--- src/rtl/sw_debounce_pkg.sv ---
// rtl/sw_debounce_pkg.sv - shared types and constants for the switch debouncer
// Contents:
//   db_state_t     per-bit debounce state (STABLE / COUNT)
//   SW_WIDTH       number of board switches
//   DEBOUNCE_10MS  stable cycles for a 10 ms window at 65 MHz
package sw_debounce_pkg;

    typedef enum logic {
        STABLE = 1'b0,
        COUNT  = 1'b1
    } db_state_t;

    localparam int SW_WIDTH      = 16;
    localparam int DEBOUNCE_10MS = 650000;

endpackage

--- src/rtl/sw_debounce_if.sv ---
// rtl/sw_debounce_if.sv - switch bus between raw board pins and switch consumers
// Signals:
//   sw_in       raw asynchronous switch levels (driven by master)
//   sw          debounced levels
//   sw_rise     1-cycle pulse per bit on accepted 0->1
//   sw_fall     1-cycle pulse per bit on accepted 1->0
//   sw_changed  OR of all rise/fall bits, same cycle
//   sw_valid    high once the post-reset settle window has elapsed
// Modports: master drives sw_in and reads the rest; slave is the debouncer.
interface sw_debounce_if #(
    parameter int WIDTH = 16
);
    logic [WIDTH-1:0] sw_in;
    logic [WIDTH-1:0] sw;
    logic [WIDTH-1:0] sw_rise;
    logic [WIDTH-1:0] sw_fall;
    logic             sw_changed;
    logic             sw_valid;

    modport master (
        output sw_in,
        input  sw, sw_rise, sw_fall, sw_changed, sw_valid
    );

    modport slave (
        input  sw_in,
        output sw, sw_rise, sw_fall, sw_changed, sw_valid
    );
endinterface

--- src/rtl/sw_debounce_bit.sv ---
// rtl/sw_debounce_bit.sv - synchroniser, debounce FSM and counter for one switch
// Ports:
//   clk65MHz  system clock
//   rst       synchronous active-high reset
//   i_raw     raw asynchronous switch level
//   o_level   debounced level
//   o_rise    registered 1-cycle pulse on accepted 0->1
//   o_fall    registered 1-cycle pulse on accepted 1->0
//   o_accept  combinational: a new level is accepted at the coming edge
module sw_debounce_bit
    import sw_debounce_pkg::*;
#(
    parameter int DEBOUNCE_CYCLES = DEBOUNCE_10MS
) (
    input  logic clk65MHz,
    input  logic rst,
    input  logic i_raw,
    output logic o_level,
    output logic o_rise,
    output logic o_fall,
    output logic o_accept
);
    localparam int             CW   = $clog2(DEBOUNCE_CYCLES + 1);
    localparam logic [CW-1:0]  LAST = CW'(DEBOUNCE_CYCLES - 1);

    logic          r_s1;
    logic          r_s2;
    logic          r_level;
    logic          r_rise;
    logic          r_fall;
    db_state_t     r_state;
    logic [CW-1:0] r_cnt;

    db_state_t     w_state_nxt;
    logic [CW-1:0] w_cnt_nxt;
    logic          w_accept;

    always_comb begin
        w_state_nxt = r_state;
        w_cnt_nxt   = r_cnt;
        w_accept    = 1'b0;
        case (r_state)
            STABLE: begin
                if (r_s2 != r_level) begin
                    // A one-cycle window needs no counting phase at all.
                    if (DEBOUNCE_CYCLES == 1) begin
                        w_accept = 1'b1;
                    end else begin
                        w_state_nxt = COUNT;
                        w_cnt_nxt   = CW'(1);
                    end
                end else begin
                    w_cnt_nxt = '0;
                end
            end
            COUNT: begin
                if (r_s2 == r_level) begin
                    w_state_nxt = STABLE;
                    w_cnt_nxt   = '0;
                end else if (r_cnt == LAST) begin
                    w_accept    = 1'b1;
                    w_state_nxt = STABLE;
                    w_cnt_nxt   = '0;
                end else begin
                    w_cnt_nxt = r_cnt + CW'(1);
                end
            end
            default: begin
                w_state_nxt = STABLE;
                w_cnt_nxt   = '0;
            end
        endcase
    end

    always_ff @(posedge clk65MHz) begin
        if (rst) begin
            r_s1    <= 1'b0;
            r_s2    <= 1'b0;
            r_level <= 1'b0;
            r_rise  <= 1'b0;
            r_fall  <= 1'b0;
            r_state <= STABLE;
            r_cnt   <= '0;
        end else begin
            r_s1    <= i_raw;
            r_s2    <= r_s1;
            r_state <= w_state_nxt;
            r_cnt   <= w_cnt_nxt;
            r_rise  <= w_accept & r_s2;
            r_fall  <= w_accept & ~r_s2;
            if (w_accept) begin
                r_level <= r_s2;
            end
        end
    end

    assign o_level  = r_level;
    assign o_rise   = r_rise;
    assign o_fall   = r_fall;
    assign o_accept = w_accept;
endmodule

--- src/rtl/sw_debounce.sv ---
// rtl/sw_debounce.sv - debounced 16-switch bus with edge strobes and settle flag
// Ports:
//   clk65MHz  system clock, 65 MHz
//   rst       synchronous active-high reset
//   sw_bus    slave side of sw_debounce_if (sw_in in; sw, sw_rise, sw_fall,
//             sw_changed, sw_valid out)
module sw_debounce
    import sw_debounce_pkg::*;
#(
    parameter int DEBOUNCE_CYCLES = DEBOUNCE_10MS,
    parameter int WIDTH           = SW_WIDTH
) (
    input  logic          clk65MHz,
    input  logic          rst,
    sw_debounce_if.slave  sw_bus
);
    localparam int               SCW         = $clog2(DEBOUNCE_CYCLES + 2);
    localparam logic [SCW-1:0]   SETTLE_LAST = SCW'(DEBOUNCE_CYCLES + 1);

    logic [WIDTH-1:0] w_level;
    logic [WIDTH-1:0] w_rise;
    logic [WIDTH-1:0] w_fall;
    logic [WIDTH-1:0] w_accept;

    logic             r_changed;
    logic             r_valid;
    logic [SCW-1:0]   r_settle;

    for (genvar i = 0; i < WIDTH; i++) begin : g_bit
        sw_debounce_bit #(
            .DEBOUNCE_CYCLES(DEBOUNCE_CYCLES)
        ) u_bit (
            .clk65MHz(clk65MHz),
            .rst     (rst),
            .i_raw   (sw_bus.sw_in[i]),
            .o_level (w_level[i]),
            .o_rise  (w_rise[i]),
            .o_fall  (w_fall[i]),
            .o_accept(w_accept[i])
        );
    end

    // sw_changed is registered from the same accept terms that load the
    // per-bit strobes, so it lines up with them exactly.
    // The settle window covers the two synchroniser stages plus one full
    // debounce window, after which sw reflects the sampled inputs.
    always_ff @(posedge clk65MHz) begin
        if (rst) begin
            r_changed <= 1'b0;
            r_valid   <= 1'b0;
            r_settle  <= '0;
        end else begin
            r_changed <= |w_accept;
            if (!r_valid) begin
                if (r_settle == SETTLE_LAST) begin
                    r_valid <= 1'b1;
                end else begin
                    r_settle <= r_settle + SCW'(1);
                end
            end
        end
    end

    assign sw_bus.sw         = w_level;
    assign sw_bus.sw_rise    = w_rise;
    assign sw_bus.sw_fall    = w_fall;
    assign sw_bus.sw_changed = r_changed;
    assign sw_bus.sw_valid   = r_valid;
endmodule
--- src/flat_wrapper.sv ---
// flat-port wrapper written by rule: the top's interface ports become plain ports
module sw_debounce_flat import sw_debounce_pkg::*;
#(
    parameter int DEBOUNCE_CYCLES = DEBOUNCE_10MS,
    parameter int WIDTH           = SW_WIDTH
)
  (clk65MHz, rst, sw_bus_sw_in, sw_bus_sw, sw_bus_sw_rise, sw_bus_sw_fall, sw_bus_sw_changed, sw_bus_sw_valid);
  sw_debounce_if #(.WIDTH(WIDTH)) sw_bus_i ();
  input  logic clk65MHz;
  input  logic rst;
  input wire logic [$bits(sw_bus_i.sw_in)-1:0] sw_bus_sw_in;
  output wire logic [$bits(sw_bus_i.sw)-1:0] sw_bus_sw;
  output wire logic [$bits(sw_bus_i.sw_rise)-1:0] sw_bus_sw_rise;
  output wire logic [$bits(sw_bus_i.sw_fall)-1:0] sw_bus_sw_fall;
  output wire logic [$bits(sw_bus_i.sw_changed)-1:0] sw_bus_sw_changed;
  output wire logic [$bits(sw_bus_i.sw_valid)-1:0] sw_bus_sw_valid;
  assign sw_bus_i.sw_in = sw_bus_sw_in;
  assign sw_bus_sw = sw_bus_i.sw;
  assign sw_bus_sw_rise = sw_bus_i.sw_rise;
  assign sw_bus_sw_fall = sw_bus_i.sw_fall;
  assign sw_bus_sw_changed = sw_bus_i.sw_changed;
  assign sw_bus_sw_valid = sw_bus_i.sw_valid;
  sw_debounce #(.DEBOUNCE_CYCLES(DEBOUNCE_CYCLES), .WIDTH(WIDTH)) u_core (.clk65MHz(clk65MHz), .rst(rst), .sw_bus(sw_bus_i));
endmodule
--- config.mk ---
export PLATFORM = sky130hd
export DESIGN_NAME = sw_debounce_flat
export DESIGN_NICKNAME = d
export VERILOG_FILES = /design/src/rtl/sw_debounce_pkg.sv /design/src/rtl/sw_debounce_if.sv /design/src/rtl/sw_debounce_bit.sv /design/src/rtl/sw_debounce.sv /design/src/flat_wrapper.sv
export SDC_FILE = /design/constraint.sdc
export NUM_CORES = 1
export LEC_CHECK = 0
export BUFFER_PORTS_ARGS = -buffer_cell sky130_fd_sc_hd__buf_2
export CORE_MARGIN = 4
export CORE_UTILIZATION = 55
export CTS_CLUSTER_DIAMETER = 40
export DETAILED_ROUTE_END_ITERATION = 8
export PLACE_DENSITY = 0.76
export SYNTH_ARGS = -nofsm -noshare
export SYNTH_HDL_FRONTEND = slang
export SYNTH_SLANG_ARGS = --single-unit
--- constraint.sdc ---
create_clock -name clk65MHz -period 2.3 [get_ports clk65MHz]
set_input_delay 0.69 -clock clk65MHz [delete_from_list [all_inputs] [get_ports clk65MHz]]
set_output_delay 0.69 -clock clk65MHz [all_outputs]
set_load 0.005 [all_outputs]
Yosys cells after proc, flatten, opt, wreduce, memory -nomap -nowiden
Cells that the tools add are included.

Output and inout bits: 50. Bits of input ports: 18. Logic and storage cells: 427. Register bits after elaboration: 438.

Muxes and demuxes: 178. Reductions and logical operators: 2. Add/subtract/negate cells: 17. Equality and inequality tests: 49. Bitwise logic cells: 66.

Operators with widths (count): 20-bit 2-to-1 mux (32); 20-bit one-hot mux with 2 select lines (16); 20-bit by 1-bit adder with 20-bit output, second input constant (17); 20-bit equality test, second input constant (17); 1-bit 2-to-1 mux (114); 1-bit NOT (34); 1-bit bitwise AND (32); 1-bit one-hot mux with 2 select lines (16); 1-bit equality test (16); 1-bit != test (16); 16-bit OR reduction (1); 2-bit AND reduction (1).

Depth between registers and ports, before layout
Depth in word-level cells: 5. Mapped depth: 8. Mapped depth without buffers: 6.

Hierarchy
Synthesis repeated with hierarchy kept, for this count alone.

Cells, all modules: 2214. Area total of the unflattened synthesis: 20070.5 µm².

Modules (own cells, without submodules): sw_debounce_bit at u_core.g_bit[0].u_bit ... (times used 15, area an instance 1189.9 µm², sequential area each 520.5 µm², cells an instance 131); sw_debounce (times used 1, area an instance 1119.8 µm², sequential area each 440.4 µm², cells an instance 126); sw_debounce_bit at u_core.g_bit[9].u_bit (times used 1, area an instance 1102.3 µm², sequential area each 520.5 µm², cells an instance 123).

Least setup slack after synthesis
Ideal clock, no wire load.

Path type: reg-to-reg. Start: register u_core.g_bit[2].u_bit.r_cnt[0]. End: register u_core.g_bit[2].u_bit.r_cnt[11]. Period minus slack after synthesis: 1.890 ns. Data arrival time: 1.826 ns. Slack: 0.410 ns. Required time: 2.236 ns. Setup time: 0.064 ns. Stages on the path, launching flop included: 9. Path buffers: 2. Path through: dfxtp_1 > ha_1 > and4_1 > and3_1 > and2_1 > or2_2 > buf_2 > buf_2 > nor2_1.

Longest elaborated chain between the ends: 4. Elaborated cells on any way between the ends: 5. Classes of those cells: add/sub (1); eq/ne (1); mux (3).

RTL lines: start: declaration (line sw_debounce_bit.sv:32) `logic [CW-1:0] r_cnt;`; start signal: assignment (line sw_debounce_bit.sv:88) `r_cnt <= w_cnt_nxt;`; 20-bit by 1-bit adder with 20-bit output / 20-bit equality test (equally long branches) (line sw_debounce_bit.sv:65, sw_debounce_bit.sv:60); 20-bit 2-to-1 mux * (line sw_debounce_bit.sv:60) `end else if (r_cnt == LAST) begin`; 20-bit 2-to-1 mux * (line sw_debounce_bit.sv:57) `if (r_s2 == r_level) begin`; 20-bit one-hot mux with 2 select lines * (line sw_debounce_bit.sv:42) `case (r_state)`.

Every way passes the cells marked *; elsewhere a longest branch is shown, timed or not. A chain may end at the register's enable or synchronous reset.

Worst setup path in the final report
Start: register u_core.g_bit[10].u_bit.r_cnt[0]. End: register u_core.r_changed, in the netlist u_core.sw_bus.sw_changed.

Longest elaborated chain between the ends: 5.

RTL lines: start: declaration (line sw_debounce_bit.sv:32); start signal: assignment (line sw_debounce_bit.sv:88); 20-bit equality test (line sw_debounce_bit.sv:60); 1-bit 2-to-1 mux (line sw_debounce_bit.sv:60); 1-bit 2-to-1 mux (line sw_debounce_bit.sv:57); 1-bit 2-to-1 mux (line sw_debounce_bit.sv:42); 16-bit OR reduction (line sw_debounce.sv:53) `r_changed <= |w_accept;`; end signal: assignment (line sw_debounce.sv:53); end: declaration (line sw_debounce.sv:25) `logic r_changed;`.

No other way between the ends.

==> key figures <==
GRT
  • GRT overflow: 0
  • First-pass GRT wire length: 61090 um
  • Vias in the first global route: 13370
  • Largest net degree at the start of global routing: 39
  • Total track usage: 19.19%
  • Initial antenna violation count: 0

Critical path
  • Crit. End Element: flip-flop
  • Crit Path Category: reg -> reg
  • Crit path launch type: flip-flop
  • R2r worst-path depth: 7
  • Arr. time, crit path: 2.55 ns
  • CP Max Fanout: 4
  • Worst Path Required: 2.74 ns

Timing
  • Worst hold slack: 0.3129 ns
  • Slew Viols, Final: 0
  • Worst-Margin Slew: 0.7909 ns
  • Fin Clk Skew: 0.01771 ns
  • Hold Vio Cnt, Final: 0
  • Tcrit/Tclk final: 91.80%
  • Setup tns final: 0 ns
  • Setup-failing EPs final: 0
  • Rel. slew slack: 47.12%
  • Final min period: 2.112 ns
  • Fmax: 473.6 MHz
  • RSZ-0062 raised after global routing: no

Pwr
  • Leakage: 6.947 nW
  • Pwr dens: 752.9 mW/mm^2
  • Worst vdd ir: 718.2 uV
  • Pwr Total: 15.86 mW

Logic synthesis
  • Async set or reset register ratio after synthesis: 0%
  • Adder-cell share of the synthesized area: 1.197%
  • Mapped Cells: 2080
  • Compound-Gate Fraction of Synth Area: 1.676%
  • Multiplexer share of the synthesized area: 0.8511%
  • Largest family of logic cells by synthesized area: simple AND/OR/NAND/NOR gates
  • Synth warn: 0
  • Cell variety after synth: 62
  • Area share of and/or/nand/nor cells after synthesis: 30.65%
  • Post-synth EDFFs: 0
  • Mapped Area: 0.01882 sq mm
  • Sequential share of the synthesized area: 46.60%
  • Post-synthesis sequential element count: 438
  • Syn Nets: 2116
  • Post-Synth XOR/XNOR Area: 14.66%
  • Avg Cell Area, Syn: 9.047 sq um
  • Dominant synthesized flop cell: dfxtp_1

Layout
  • Most common cell after layout, fill and taps aside: dfxtp_1
  • Total Nets Final: 2173
  • Share of cells above drive strength 1: 10.00%
  • N_diodes: 0
  • Commonest non-fill, non-tap cells in the layout: 438 x dfxtp_1, 418 x nor2_1, 196 x xnor2_1, 119 x xor2_1, 109 x nand3_1
  • Area grow syn2layout: 11.94%
  • Fin util: 62.66%

Clock tree
  • H-tree levels: 2
  • TritonCTS clock tree: built
  • CTS Buf Count: 53
  • Clk buf depth: 3
  • Post-cts sizing count: 0
  • Post-CTS setup buffers: 0
  • Worst-path clk slew: 0.06 ns
  • # hold bufs at CTS: 0
  • Skew-Pair Late Insertion Delay: 0.58 ns
  • Clk sink count: 438
  • Clock root cell: clkbuf_16

Floorplanning
  • Die ar.: 0.03724 sq mm
  • Chip height: 193.0 um
  • DIE WIDTH: 193.0 um
  • Core Region: 0.03362 sq mm
  • Ports: 68
  • Initial core utilization: 55.98%
  • Rows: 67

Detailed routing
  • Routed Antenna Nets: 0
  • Drt pass-1 iters: 5
  • DR vias/cell: 5.304
  • Total number of vias: 13938
  • Residual DRC count: 0
  • Detailed Route Iter0 Violations: 647
  • Routed wire per std cell: 13.54 um
  • Total Wirelength: 35590 um

Job
  • Max Cap Viol: 0

Hold path
  • Hold Crit Class: in -> reg
  • Hold depth: 2

Place
  • # port buffers: 67
  • Placer Congestion: 0.8482
  • DP HPWL: 24150 um

Outcome
  • Run status: complete, no violations
==> sequential cells by signal, summed over array words and instances, names as in the netlist <==
register,count
u_core.g_bit.u_bit.r_s2,16
u_core.g_bit.u_bit.r_s1,16
u_core.g_bit.u_bit.r_cnt,320
u_core.sw_bus.sw_changed,1
u_core.g_bit.u_bit.r_state,16
u_core.sw_bus.sw_valid,1
u_core.g_bit.u_bit.o_fall,16
u_core.r_settle,20
u_core.g_bit.u_bit.o_rise,16
u_core.g_bit.u_bit.o_level,16
==> where the power goes <==
| group | switching (mW) | internal [mW] | leakage [nW] | total (mW) |
|---|---|---|---|---|
| combinational | 0.0817 | 0.0667 | 2.56 | 0.148 |
| clock | 3.25 | 4.78 | 0.848 | 8.04 |
| sequential | 0.0384 | 7.64 | 3.54 | 7.67 |
| total | 3.37 | 12.5 | 6.95 | 15.9 |
==> layer usage <==
layer	global-route usage [%]	share of wire, %
met1	24.96	48
met4	5.637	2.1
met2	32.63	47
met3	3.709	3.8
met5	0	0
==> synth_stat cells (18+ instances only) <==
| master | n | area, sq um |
|---|---|---|
| buf_4 | 51 | 382.9 |
| nor2b_1 | 46 | 287.8 |
| inv_1 | 64 | 240.2 |
| clkbuf_1 | 24 | 90.09 |
| nand3_1 | 109 | 545.5 |
| nor4b_1 | 39 | 341.6 |
| xor2_1 | 119 | 1042 |
| nor2_1 | 418 | 1569 |
| nand2b_1 | 18 | 112.6 |
| ha_1 | 18 | 225.2 |
| nor4_1 | 22 | 137.6 |
| and4_1 | 29 | 254.0 |
| dfxtp_1 | 438 | 8768 |
| nand4_1 | 77 | 481.7 |
| and3_1 | 41 | 256.5 |
| nand2_1 | 106 | 397.9 |
| nor3_1 | 66 | 330.3 |
| xnor2_1 | 196 | 1717 |
| and2_1 | 33 | 206.5 |
==> worst paths after layout <==
check                                                              to                                       start  slack [ns]
worst max-delay path              u_core.sw_bus.sw_changed$_SDFF_PP0_  u_core.g_bit[10].u_bit.r_cnt[0]$_SDFF_PP0_        0.19
worst min-delay path            u_core.g_bit[8].u_bit.r_s1$_SDFF_PP0_                             sw_bus_sw_in[8]        0.31
worst max register to register    u_core.sw_bus.sw_changed$_SDFF_PP0_  u_core.g_bit[10].u_bit.r_cnt[0]$_SDFF_PP0_        0.19
worst min register to register  u_core.g_bit[4].u_bit.r_s2$_SDFF_PP0_       u_core.g_bit[4].u_bit.r_s1$_SDFF_PP0_        0.43
==> cells by family after synthesis <==
kind of cell             count (synthesis)
adder cells (fa/ha/maj)                 18
flip-flops                             438
buffers and inverters                  153
XOR/XNOR                               315
AO/OA/AOI/OAI                           47
AND/OR/NAND/NOR                       1093
multiplexers                            16
==> critical path, cell delays in order, from the launching register on <==
cell and delay (ns):
dfxtp_1 0.33, ha_1 0.24, and3_1 0.23, and4_1 0.22, a32o_1 0.25, a2111oi_1 0.39, buf_4 0.18, a41oi_1 0.12
==> per-stage QoR <==
| step | instances | instance area [sq um] | setup WS (ns) |
|---|---|---|---|
| after floorplan | 2080 | 18820 | 0.4096 |
| after global placement | 2530 | 19330 | 0.2942 |
| after detailed placement | 2530 | 19330 | 0.2255 |
| after CTS | 2628 | 21060 | 0.1987 |
| after global routing | 2628 | 21060 | 0.02310 |
| final | 2628 | 21060 | 0.1885 |
==> cell type report <==
cell class	count	area, sq um
Multi-Input combinational cell	1489	9228
Timing Repair Buffer	91	530.5
Sequential cell	438	8768
Clock buffer	72	1520
Inverter	64	240.2
Clock inverter	26	216.5
Fill cell	2758	12550
Tap cell	448	560.5
Note: power is estimated with default switching activity, not from simulation.
